==> src/rtl/cpu_pkg.sv <==
// rtl/cpu_pkg.sv - shared pipeline types for the hazard unit
// Purpose: forwarding-select encodings, branch-stage identifiers and the
//          shadow-pipeline slot record shared by hazard_unit and hazard_slot.
// Ports:   none (package).
package cpu_pkg;

  // Slot specifiers are stored at this fixed width; narrower register files
  // are zero-extended on entry so one record type serves every REG_AW.
  localparam int SLOT_AW = 8;
  typedef logic [SLOT_AW-1:0] reg_id_t;

  typedef enum logic [1:0] {
    FWD_RF  = 2'b00,
    FWD_WB  = 2'b01,
    FWD_MEM = 2'b10
  } fwd_sel_e;

  localparam int BR_EX  = 2;
  localparam int BR_MEM = 3;

  typedef struct packed {
    logic    valid;
    reg_id_t rs;
    reg_id_t rt;
    reg_id_t rd;
    logic    reg_write;
    logic    mem_read;
    logic    mem_write;
  } slot_t;

  // True when slot s will write a non-zero register equal to r.
  function automatic logic writes_reg(input slot_t s, input reg_id_t r);
    return s.valid & s.reg_write & (s.rd != '0) & (s.rd == r);
  endfunction

endpackage

==> src/rtl/hazard_slot.sv <==
// rtl/hazard_slot.sv - one shadow-pipeline slot register
// Purpose: holds one instruction record; loads d, holds, or loads a bubble.
// Ports:   clk, reset (sync, active low), hold, bubble, d (next record),
//          q (current record).
module hazard_slot
  import cpu_pkg::*;
(
  input  logic  clk,
  input  logic  reset,
  input  logic  hold,
  input  logic  bubble,
  input  slot_t d,
  output slot_t q
);

  // Hold wins over bubble: a frozen stage must keep its instruction.
  always_ff @(posedge clk) begin
    if (!reset) begin
      q <= '0;
    end else if (hold) begin
      q <= q;
    end else if (bubble) begin
      q <= '0;
    end else begin
      q <= d;
    end
  end

endmodule

==> src/rtl/hazard_unit.sv <==
// rtl/hazard_unit.sv - pipeline hazard detection, forwarding and counters
// Purpose: tracks EX/MEM/WB in a shadow pipeline, drives forwarding selects,
//          stall/flush/bubble controls and stall/flush performance counters.
// Ports:   clk, reset (sync, active low); ID-stage instruction fields
//          (id_valid, id_rs, id_rt, id_uses_rs, id_uses_rt, id_rd,
//          id_reg_write, id_mem_read, id_mem_write); br_taken; dmem_ready;
//          stall_if/id/ex/mem, flush_if_id, bubble_ex/mem/wb, fwd_a, fwd_b,
//          stall_cnt, flush_cnt.
module hazard_unit
  import cpu_pkg::*;
#(
  parameter int REG_AW   = 5,
  parameter int BR_STAGE = 2,
  parameter int CNT_W    = 16
) (
  input  logic              clk,
  input  logic              reset,
  input  logic              id_valid,
  input  logic [REG_AW-1:0] id_rs,
  input  logic [REG_AW-1:0] id_rt,
  input  logic              id_uses_rs,
  input  logic              id_uses_rt,
  input  logic [REG_AW-1:0] id_rd,
  input  logic              id_reg_write,
  input  logic              id_mem_read,
  input  logic              id_mem_write,
  input  logic              br_taken,
  input  logic              dmem_ready,
  output logic              stall_if,
  output logic              stall_id,
  output logic              stall_ex,
  output logic              stall_mem,
  output logic              flush_if_id,
  output logic              bubble_ex,
  output logic              bubble_mem,
  output logic              bubble_wb,
  output logic [1:0]        fwd_a,
  output logic [1:0]        fwd_b,
  output logic [CNT_W-1:0]  stall_cnt,
  output logic [CNT_W-1:0]  flush_cnt
);

  if (BR_STAGE != BR_EX && BR_STAGE != BR_MEM) begin : g_bad_br_stage
    $error("hazard_unit: BR_STAGE must be 2 or 3");
  end
  if (REG_AW > SLOT_AW) begin : g_bad_reg_aw
    $error("hazard_unit: REG_AW exceeds slot specifier width");
  end

  slot_t id_slot, ex_q, mem_q, wb_q;
  logic  mem_stall, br_ok, load_use;

  assign id_slot = '{
    valid:     id_valid,
    rs:        reg_id_t'(id_rs),
    rt:        reg_id_t'(id_rt),
    rd:        reg_id_t'(id_rd),
    reg_write: id_reg_write,
    mem_read:  id_mem_read,
    mem_write: id_mem_write
  };

  always_comb begin
    mem_stall = mem_q.valid & (mem_q.mem_read | mem_q.mem_write) & ~dmem_ready;
    // The branch source keeps br_taken asserted through a memory stall.
    br_ok     = br_taken & ~mem_stall;
    // A flush discards the ID instruction, so its load-use hazard is moot.
    load_use  = id_valid & ex_q.valid & ex_q.mem_read & (ex_q.rd != '0)
              & ((id_uses_rs & (id_slot.rs == ex_q.rd))
               | (id_uses_rt & (id_slot.rt == ex_q.rd)))
              & ~mem_stall & ~br_ok;

    stall_if    = mem_stall | load_use;
    stall_id    = mem_stall | load_use;
    stall_ex    = mem_stall;
    stall_mem   = mem_stall;
    flush_if_id = br_ok;
    bubble_ex   = br_ok | load_use;
    bubble_mem  = br_ok & (BR_STAGE == BR_MEM);
    bubble_wb   = mem_stall;

    if (writes_reg(mem_q, ex_q.rs))     fwd_a = FWD_MEM;
    else if (writes_reg(wb_q, ex_q.rs)) fwd_a = FWD_WB;
    else                                fwd_a = FWD_RF;

    if (writes_reg(mem_q, ex_q.rt))     fwd_b = FWD_MEM;
    else if (writes_reg(wb_q, ex_q.rt)) fwd_b = FWD_WB;
    else                                fwd_b = FWD_RF;
  end

  // Shadow slots consume exactly the controls driven to the datapath.
  hazard_slot u_ex_slot (
    .clk(clk), .reset(reset), .hold(stall_ex), .bubble(bubble_ex),
    .d(id_slot), .q(ex_q)
  );
  hazard_slot u_mem_slot (
    .clk(clk), .reset(reset), .hold(stall_mem), .bubble(bubble_mem),
    .d(ex_q), .q(mem_q)
  );
  hazard_slot u_wb_slot (
    .clk(clk), .reset(reset), .hold(1'b0), .bubble(bubble_wb),
    .d(mem_q), .q(wb_q)
  );

  // WB only ever sources a forward; its operand and memory fields are dead.
  logic unused_wb_fields;
  assign unused_wb_fields = ^{wb_q.rs, wb_q.rt, wb_q.mem_read, wb_q.mem_write};

  always_ff @(posedge clk) begin
    if (!reset) begin
      stall_cnt <= '0;
      flush_cnt <= '0;
    end else begin
      if (stall_if && stall_cnt != '1) stall_cnt <= stall_cnt + CNT_W'(1);
      if (br_ok && flush_cnt != '1)    flush_cnt <= flush_cnt + CNT_W'(1);
    end
  end

endmodule

==> config.mk <==
export PLATFORM = sky130hd
export DESIGN_NAME = hazard_unit
export DESIGN_NICKNAME = d
export VERILOG_FILES = /design/src/rtl/cpu_pkg.sv /design/src/rtl/hazard_slot.sv /design/src/rtl/hazard_unit.sv
export SDC_FILE = /design/constraint.sdc
export NUM_CORES = 1
export LEC_CHECK = 0
export BUFFER_PORTS_ARGS = -buffer_cell sky130_fd_sc_hd__buf_2
export CAP_MARGIN = 20
export CORE_AREA = 2 2 78 80
export CTS_CLUSTER_DIAMETER = 60
export DETAILED_ROUTE_END_ITERATION = 16
export DIE_AREA = 0 0 80 82
export PLACE_DENSITY = 0.83
export SYNTH_ARGS = -nofsm -noshare
export SYNTH_HDL_FRONTEND = slang
export SYNTH_SLANG_ARGS = --single-unit
==> constraint.sdc <==
create_clock -name clk -period 4 [get_ports clk]
set_input_delay 0.2 -clock clk [delete_from_list [all_inputs] [get_ports clk]]
set_output_delay 0.2 -clock clk [all_outputs]
set_load 0.01 [all_outputs]
==> results.cfg <==
[run_status]
status = completed

[routing]
routed_wl_um = 7220
first_iter_violations = 202
drc = 0
vias = 2805
wl_per_cell_um = 14.4
ant_nets = 0
via_per_inst = 5.61
first_pass_iters = 6

[final_layout]
area_growth_pct = 16.3
final_util_pct = 65.1
fill_cells = 513
drive_above_1_share_pct = 22.1
diodes = 0
finish.net_count = 447
multi_input_area_um2 = 1720
regArea_um2 = 1340

[logic_synthesis]
syn_area_um2 = 3210
syn_avg_cell_area_um2 = 8.93
synth_warnings = 0
synth_xor_area_share_pct = 12.0
syn-instance-count = 360
muxShareOfSynthArea_pct = 1.87
synth_compound_area_share_pct = 15.2
async_reset_ff_share_pct = 0
synth_top_cell_by_area = dfxtp_1
yosysSeqAreaShare_pct = 41.7
synthFlopType = dfxtp_1
synth_top_family_by_area = simple AND/OR/NAND/NOR gates
synth_top_area_share_pct = 41.7
synthSimpleGateAreaFrac_pct = 23.5
ys_seq_elements = 67
syn-num-nets = 387
yosys-top-cells-area = dfxtp_1 (42%), xor2_1 (6.5%), xnor2_1 (5.4%)
yosys.area_share.adder_pct = 0.779
synth.distinct_cells = 42
synth_edf_count = 0

[clock_tree]
h-tree-depth = 3
ctsResizeCount = 0
insertion_delay_ps = 330
cts_tree = built
clock_path_buffers = 2
postCtsHoldBufs = 0
cts_root_buffer = clkbuf_8
cts_buffers = 9
post_cts_buffers = 0
cts_sinks = 67
clk_pin_slew_ps = 70

[critical_path]
worstPathRequired_ps = 3800
r2r_start = u_mem_slot.q[27]$_SDFFE_PN0N_
r2r_end = stall_cnt[7]$_SDFFE_PN0P_
max_stage_delay_ps = 530
cpMaxStageDelayCell = a31oi_4
regToRegSetupSlack_ps = 1560
worstSetupEndpointType = primary output
arrival_ps = 2460
crit_path_max_fanout = 25
reg2reg_depth = 8
startpoint_type = register
worstSetupPathType = reg -> out
crit_chain = nor2b_1, o21ai_0, buf_4, inv_1, buf_4, a31oi_4, inv_1, buf_2

[floorplanning]
die_y_um = 82
initial_core_util_pct = 55.9
std_cell_rows = 28
die_x_um = 80
die-area_um2 = 6560
core-area_um2 = 5750
ios = 69

[sta]
drv_slew = 0
finalHoldViolCount = 0
fin_setup_tns_ps = 0
relSlewSlack_pct = 38.2
fin_crit_ps = 2660
fin_crit_sh_pct = 66.4
fmax_mhz = 376
rsz0062_at_grt = false
setup_viol = 0
worst_pin_slew_ps = 926
skew_ps = 10.8

[placed_design]
gp_congestion = 0.793
port_buffers = 67
dp_hpwl_um = 5150

[global_route]
grt_max_degree = 56
grt_usage_pct = 22.9
grt_overflow = 0
grt_pass1_vias = 2588
antenna_found_initial = 0
grt_pass1_wl_um = 11800

[power_and_ir_drop]
leakage_nw = 1.60
irDropWorstVdd_v = 0.000264
p_per_area_nw_per_um2 = 364
total_power_w = 0.00136

[run]
max_cap_violations = 0

[hold_path]
holdPathEnd = u_ex_slot.q[1]$_SDFFE_PN0N_
hold_depth = 3
hp-class = in -> reg
hp-start = id_mem_read
==> final cells by class <==
type	count	share of cell area, %
multi-input cells	266	45.9
flip-flops and latches	67	35.9
repair buffers	71	9.70
clock buffers	15	4.72
well taps	75	2.51
clock inverters	1	0.803
inverters	5	0.502
==> critical path, delay by kind of cell, from the launching register on <==
kind | cells | cell delay, ps
AOI/OAI and AO/OA | 2 | 600
buffers and inverters | 5 | 1020
and+or+nand+nor | 1 | 160
DFF | 1 | 340
==> sequential cells by signal, summed over array words and instances (netlist names) <==
name / cells
flush_cnt: 16
u_wb_slot.q: 7
u_mem_slot.q: 9
u_ex_slot.q: 19
stall_cnt: 16
==> report_power, final <==
part / total, W / switching (W) / leakage [nW] / internal [W]
Clock: 0.000576 / 0.000236 / 0.104 / 0.000340
Combinational: 0.0000852 / 0.0000463 / 0.951 / 0.0000389
Sequential: 0.000698 / 0.0000174 / 0.544 / 0.000681
==> metrics by stage <==
step | hold slack [ps] | area [µm²] | instances | setup WS [ps]
after floorplan | 348 | 3210 | 360 | 2170
after global placement | 446 | 3520 | 482 | 1690
after detailed placement | 454 | 3520 | 482 | 1580
after CTS | 105 | 3730 | 498 | 1340
after global routing | 113 | 3740 | 500 | 1150
final | 117 | 3740 | 500 | 1340
==> placed cells by master, fill, tap and decap left out, types with 2 or more instances in the layout <==
cell,instances
o31ai_1,6
buf_2,68
dfxtp_1,67
xor2_1,24
clkbuf_8,12
nand4_1,10
nor2_1,41
nand3_1,19
inv_1,4
or3_1,4
a311oi_2,2
nor4b_2,2
mux2i_1,6
a22oi_1,19
o21ai_0,7
clkbuf_1,3
ha_1,2
and3_1,13
a31oi_1,2
a21oi_1,20
nor4_1,4
buf_4,3
o211ai_1,3
or4_1,10
nand2_1,31
nor3_1,2
nand2b_1,6
and4_1,2
xnor2_1,20
==> kinds of logic (layout without fill, tap and decap cells) <==
logic type,after synthesis,after routing
flops,67,67
mux,6,6
fa+ha+maj,2,2
buf+inv,27,92
compound gates,66,66
simple gates,147,147
other cells,1,1
xor+xnor,44,44
==> how the worst max path moves through the flow <==
stage,from,endpoint,slack [ps],cells after the start
after floorplan,u_mem_slot.q[4]$_SDFFE_PN0N_,fwd_a[0],2170,4
after global placement,stall_cnt[4]$_SDFFE_PN0P_,stall_cnt[15]$_SDFFE_PN0P_,1690,6
after detailed placement,u_mem_slot.q[27]$_SDFFE_PN0N_,stall_cnt[7]$_SDFFE_PN0P_,1580,8
after CTS,u_mem_slot.q[27]$_SDFFE_PN0N_,stall_id,1340,8
after global routing,u_mem_slot.q[27]$_SDFFE_PN0N_,stall_id,1150,8
final,u_mem_slot.q[27]$_SDFFE_PN0N_,stall_id,1340,8
==> metal layers <==
metal	global-route usage, %	routed length (µm)	vias up
li1	-	-	1407
met1	28.8	3220	1308
met2	38.1	3520	84
met3	6.15	409	6
met4	7.80	65	0
met5	0	0	-
==> synth_stat cells, types with 3 or more instances <==
library cell / n
and3_1: 13
clkbuf_1: 10
or3_1: 4
mux2i_1: 6
o211ai_1: 3
nand2b_1: 6
o31ai_1: 6
nand4_1: 10
or4_1: 10
inv_1: 4
nor2_1: 41
xor2_1: 24
xnor2_1: 20
nand2_1: 31
nand3_1: 19
buf_2: 4
a21oi_1: 20
dfxtp_1: 67
o21ai_0: 7
buf_4: 4
a22oi_1: 19
nor4_1: 4
Note: power is estimated with default switching activity, not from simulation.
